$ cat config.mk
export PLATFORM = sky130hd
export DESIGN_NAME = br_pred_unit
export DESIGN_NICKNAME = d
export VERILOG_FILES = /design/src/rtl/br_pred_unit.sv
export SDC_FILE = /design/constraint.sdc
export NUM_CORES = 1
export LEC_CHECK = 0
export ABC_AREA = 0
export CAP_MARGIN = 20
export CORE_ASPECT_RATIO = 1.5
export CORE_MARGIN = 5
export CORE_UTILIZATION = 39
export CTS_CLUSTER_SIZE = 10
export DETAILED_ROUTE_END_ITERATION = 12
export PLACE_DENSITY = 0.67
export RECOVER_POWER = 100
export REMOVE_ABC_BUFFERS = 1
export SLEW_MARGIN = 30
export SYNTH_ARGS = -nofsm -noshare
export SYNTH_HDL_FRONTEND = slang
export SYNTH_SLANG_ARGS = --single-unit
$ cat constraint.sdc
create_clock -name clk -period 5.27 [get_ports clk]
set_clock_uncertainty 0.1 [all_clocks]
set_input_delay 1.3175 -clock clk [delete_from_list [all_inputs] [get_ports clk]]
set_output_delay 1.3175 -clock clk [all_outputs]
set_load 0.05 [all_outputs]
$ cat src/rtl/br_pred_unit.sv
// Branch resolution and prediction: N/Z/V flag register, 2-bit BHT, mispredict flush and stats.
// Latency: prediction and br_taken are combinational; flush/redirect_pc are registered one cycle after EX. No backpressure.
module br_pred_unit #(
  parameter int         PC_W     = 16,
  parameter int         IDX_W    = 4,
  parameter logic [1:0] CNT_INIT = 2'b01,
  parameter int         STAT_W   = 16
) (
  input  logic              clk,
  input  logic              rst,
  input  logic [PC_W-1:0]   if_pc,
  input  logic [3:0]        if_opcode,
  input  logic [2:0]        if_br_cond,
  output logic              if_pred_taken,
  input  logic              ex_valid,
  input  logic [3:0]        ex_opcode,
  input  logic [2:0]        ex_br_cond,
  input  logic [PC_W-1:0]   ex_pc,
  input  logic [PC_W-1:0]   ex_target,
  input  logic              ex_pred_taken,
  input  logic              flag_we,
  input  logic              n_in,
  input  logic              z_in,
  input  logic              v_in,
  output logic              br_taken,
  output logic              flush,
  output logic [PC_W-1:0]   redirect_pc,
  output logic [2:0]        flags_q,
  output logic [STAT_W-1:0] br_count,
  output logic [STAT_W-1:0] mispred_count
);

  localparam logic [3:0]        OP_BR       = 4'b1100;
  localparam logic [2:0]        COND_UNCOND = 3'b111;
  localparam int                DEPTH       = 1 << IDX_W;
  localparam logic [PC_W-1:0]   PC_ONE      = 1;
  localparam logic [STAT_W-1:0] STAT_ONE    = 1;
  localparam logic [STAT_W-1:0] STAT_MAX    = '1;

  typedef struct packed {
    logic n;
    logic z;
    logic v;
  } flags_t;

  flags_t           flags;
  logic [1:0]       bht [DEPTH];
  logic [IDX_W-1:0] if_idx;
  logic [IDX_W-1:0] ex_idx;
  logic [1:0]       ex_cnt;
  logic             ex_is_br;
  logic             cond_true;
  logic             mispredict;
  logic             unused_if_pc_hi;

  assign flags_q         = flags;
  assign if_idx          = if_pc[IDX_W-1:0];
  assign ex_idx          = ex_pc[IDX_W-1:0];
  assign ex_cnt          = bht[ex_idx];
  assign unused_if_pc_hi = ^if_pc[PC_W-1:IDX_W];

  // Wrong-path instructions in the flush shadow are never treated as branches.
  assign ex_is_br   = ex_valid && (ex_opcode == OP_BR) && !flush;
  assign br_taken   = ex_is_br && cond_true;
  assign mispredict = ex_is_br && (br_taken != ex_pred_taken);

  always_comb begin
    cond_true = 1'b0;
    case (ex_br_cond)
      3'b000:  cond_true = ~flags.z;
      3'b001:  cond_true = flags.z;
      3'b010:  cond_true = ~flags.z & ~flags.n;
      3'b011:  cond_true = flags.n;
      3'b100:  cond_true = ~flags.n;
      3'b101:  cond_true = flags.n | flags.z;
      3'b110:  cond_true = flags.v;
      default: cond_true = 1'b1;
    endcase
  end

  always_comb begin
    if_pred_taken = 1'b0;
    if (if_opcode == OP_BR)
      if_pred_taken = (if_br_cond == COND_UNCOND) ? 1'b1 : bht[if_idx][1];
  end

  always_ff @(posedge clk or posedge rst) begin
    if (rst)
      flags <= '0;
    else if (flag_we)
      flags <= '{n: n_in, z: z_in, v: v_in};
  end

  // Unconditional branches are always predicted taken, so they never train the table.
  always_ff @(posedge clk or posedge rst) begin
    if (rst) begin
      for (int i = 0; i < DEPTH; i++)
        bht[i] <= CNT_INIT;
    end else if (ex_is_br && (ex_br_cond != COND_UNCOND)) begin
      if (br_taken) begin
        if (ex_cnt != 2'b11)
          bht[ex_idx] <= ex_cnt + 2'd1;
      end else if (ex_cnt != 2'b00) begin
        bht[ex_idx] <= ex_cnt - 2'd1;
      end
    end
  end

  always_ff @(posedge clk or posedge rst) begin
    if (rst) begin
      flush       <= 1'b0;
      redirect_pc <= '0;
    end else begin
      flush <= mispredict;
      if (mispredict)
        redirect_pc <= br_taken ? ex_target : ex_pc + PC_ONE;
    end
  end

  always_ff @(posedge clk or posedge rst) begin
    if (rst) begin
      br_count      <= '0;
      mispred_count <= '0;
    end else begin
      if (ex_is_br && (br_count != STAT_MAX))
        br_count <= br_count + STAT_ONE;
      if (mispredict && (mispred_count != STAT_MAX))
        mispred_count <= mispred_count + STAT_ONE;
    end
  end

endmodule

==> run_results.csv <==
group,metric,value,unit
run_status,status,"complete, but fails checks",
run_status,violations,"max-capacitance violations, max-slew violations",
power_and_ir_drop,p_sw,0.6409,mW
place,pre_cts_slack,0.3864,ns
sta,setup_viol,0,
power_and_ir_drop,p_comb_frac,0.239,
place,dp.cells,660,
sta,slew_violations,55,
clocking,cts_tree,"built",
yosys,ys_types,48,
global_route,gr-total-overflow,0,
finish,fin_nets,599,
sta,fmax,0.2018,GHz
critical_path,cp-endpoint,"if_pred_taken",
route,drtIter0Drc,169,
power_and_ir_drop,p_leak,2.919,nW
sta,rsz0062_at_grt,"no",
clocking,cts_resized,0,
yosys,ys_seq_area_frac,0.4570,
critical_path,cp.depth,6,
flow_run,maxCapViolations,1,
yosys,synth_area,4643,um^2
critical_path,crit_buf_inv,2,
yosys,synth_top_area_share,0.3665,
finish,drive_above_1_share,0.1350,
critical_path,critPathMaxFanout,4,
floorplanning,die_w,99.09,um
yosys,synth_area_leaders,"dfrtp_1 37%, dfstp_2 9.1%, mux4_2 6.8%, mux2_1 6.5%, xor2_1 4.9%",
critical_path,path_cells,"dlygate4sd3_1, mux4_2, mux4_2, a31oi_1, nor4_1, buf_4",
critical_path,slowest_stage,"dlygate4sd3_1",
power_and_ir_drop,power_frac_seq,0.367,
global_route,grt_pass1_vias,3807,
floorplanning,io_pins,124,
critical_path,worstReg2RegStart,"flags_q[2]",
global_route,grt_max_degree,55,
place,dp.final_hpwl,8743,um
clocking,postCtsSetupBuffers,0,
route,ant_nets,0,
place,placed_area,5959,um^2
critical_path,r2r_end,"mispred_count[14]",
yosys,synthFlopType,"dfrtp_1",
clocking,cts.htree.levels,3,
clocking,numClockSinks,84,
route,via_per_inst,5.311,
yosys,synth_top_area_cell,"dfrtp_1",
yosys,synth_seq_cells,84,
clocking,cts_max_path_buffers,2,
sta,hold_ws,0.3759,ns
route,first_pass_iters,4,
floorplanning,die_area,14230,um^2
yosys,avgSynthCellArea,11.38,um^2
finish,final_cells,676,
power_and_ir_drop,pwr-share-clk,0.394,
route,route.detailed.drc,0,
yosys,postSynthCellCount,408,
finish,syn_to_final_growth,34.55,%
critical_path,r2r_slack,1.78,ns
sta,fin_crit_sh,0.9405,
route,vias,3590,
sta,tightest_slew,2.439,ns
critical_path,startpoint,"if_pc[0]",
sta,relSlewSlack,-0.6352,
sta,finalCriticalPeriod,4.957,ns
power_and_ir_drop,peakVddDrop,0.2581,mV
sta,worst_slack,0.3134,ns
finish,fin_area,6247,um^2
critical_path,path_delay_family,"multiplexers",
place,numPortBuffers,111,
power_and_ir_drop,p_sw_frac,0.3062,
global_route,track_usage,0.1716,
route,routed_wl,11750,um
finish,num_antenna_cells,0,
sta,fin_tns_setup,0,ns
global_route,grt_pass1_wl,19260,um
hold_path,worst_hold_path_type,"reg -> reg",
critical_path,cp.required,3.85,ns
place,routabilityCongestion,0.7982,
clocking,cts_buffers,9,
floorplanning,die_height,143.6,um
power_and_ir_drop,p_int,1.452,mW
sta,hold_viol,0,
global_route,antenna_found_initial,0,
power_and_ir_drop,p_per_area,335.0,nW/um^2
critical_path,cp_common_cell,"mux4_2",
finish,fin_util,0.5390,
critical_path,startpoint_type,"input port",
critical_path,worstPathArrival,3.54,ns
clocking,clk_pin_slew_worst_paths,0.06,ns
clocking,cts_root_buffer,"clkbuf_16",
floorplanning,core_area,11590,um^2
critical_path,ff2ff_path_depth,6,
floorplanning,rows,48,
critical_path,critical_path_class,"in -> out",
critical_path,cp_slowest_stage_delay,0.72,ns
power_and_ir_drop,power.total,2.093,mW
yosys,synth_edf_count,0,
route,routedWlPerCell,17.37,um
finish,n_fill_cell,1023,
clocking,ctsHoldBuffers,0,
yosys,ys_warn_count,0,
yosys,postSynth.asyncResetShare,1.000,
floorplanning,start_util,0.4006,
critical_path,crit_path_end_kind,"output port",
clocking,clkLatencyLatePin,0.34,ns
==> Yosys cell counts (8+ instances only) <==
cell type	number
and3_1	8
buf_2	8
clkbuf_1	8
dfrtp_1	68
dfstp_2	16
ha_1	8
inv_1	9
mux2_1	27
mux2_2	8
mux2i_1	12
mux4_2	14
nand2_1	50
nand3_1	19
nand4_2	8
nor2_1	9
nor3_1	13
nor4_1	8
o21ai_0	16
o21ai_1	11
xnor2_1	19
xor2_1	26
==> layer usage <==
layer  vias up  global-route usage  routed length (um)
met5         -                   0                   0
met4         0             0.05324                 191
met3        15             0.05780                 843
met2        93              0.3031                6112
met1      1789              0.1954                4597
li1       1693                   -                   -
==> cell type report <==
cell class,count,area (um^2),area share
tap,150,187.7,0.03004
inverter,11,42.54,0.006810
timing repair buffer,120,1170,0.1873
clock inverter,6,158.9,0.02544
clock buffer,10,229.0,0.03665
sequential,84,2122,0.3397
multi-input combinational,295,2337,0.3741
==> worst reg2reg max path: cells and delay by family, from the launching register on <==
kind | cells | cell delay [ns]
AO/OA/AOI/OAI | 1 | 0.87
XOR/XNOR | 1 | 0.18
flip-flops | 1 | 0.43
multiplexers | 1 | 0.61
buffers and inverters | 1 | 0.69
AND/OR/NAND/NOR | 2 | 0.46
==> power by group through the flow <==
stage | combinational, mW | sequential, mW | clock [mW]
6_report | 0.499 | 0.769 | 0.825
5_1_grt | 0.531 | 0.780 | 0.866
4_1_cts | 0.534 | 0.772 | 0.839
3_5_place_dp | 0.532 | 0.781 | 0
3_3_place_gp | 0.525 | 0.779 | 0
2_1_floorplan | 0.127 | 0.964 | 0
==> kinds of logic (layout without fill, tap and decap cells) <==
kind of cell	after synthesis	count (layout)	synth area share
AND/OR/NAND/NOR	143	143	0.1773
flip-flops	84	84	0.4570
multiplexers	63	63	0.1851
XOR/XNOR	45	45	0.08488
AO/OA/AOI/OAI	36	36	0.04689
buffers and inverters	29	147	0.02721
adder cells (fa/ha/maj)	8	8	0.02156
==> cells in the final DEF (no fill, tap or decap), types with 12 or more instances in the layout <==
cell type and n:
xnor2_1 19, nor3_1 14, mux2_1 28, dfrtp_1 68, mux2i_1 12, o21ai_0 25
xor2_1 25, dfstp_2 16, nand2_1 50, mux4_2 14, nand4_1 15, dlygate4sd3_1 57
clkdlybuf4s50_1 52, nand3_1 19
==> how the worst min path moves through the flow <==
stage / from / to / slack (ns) / cells past startpoint
floorplan: bht[11] / bht[11] / 0.38 / 1
global placement: redirect_pc[6] / redirect_pc[6] / 0.37 / 2
detailed placement: redirect_pc[4] / redirect_pc[4] / 0.37 / 2
CTS: redirect_pc[4] / redirect_pc[4] / 0.39 / 2
global route: br_count[15] / br_count[15] / 0.40 / 1
finish: redirect_pc[15] / redirect_pc[15] / 0.38 / 2
Note: power is estimated with default switching activity, not from simulation.
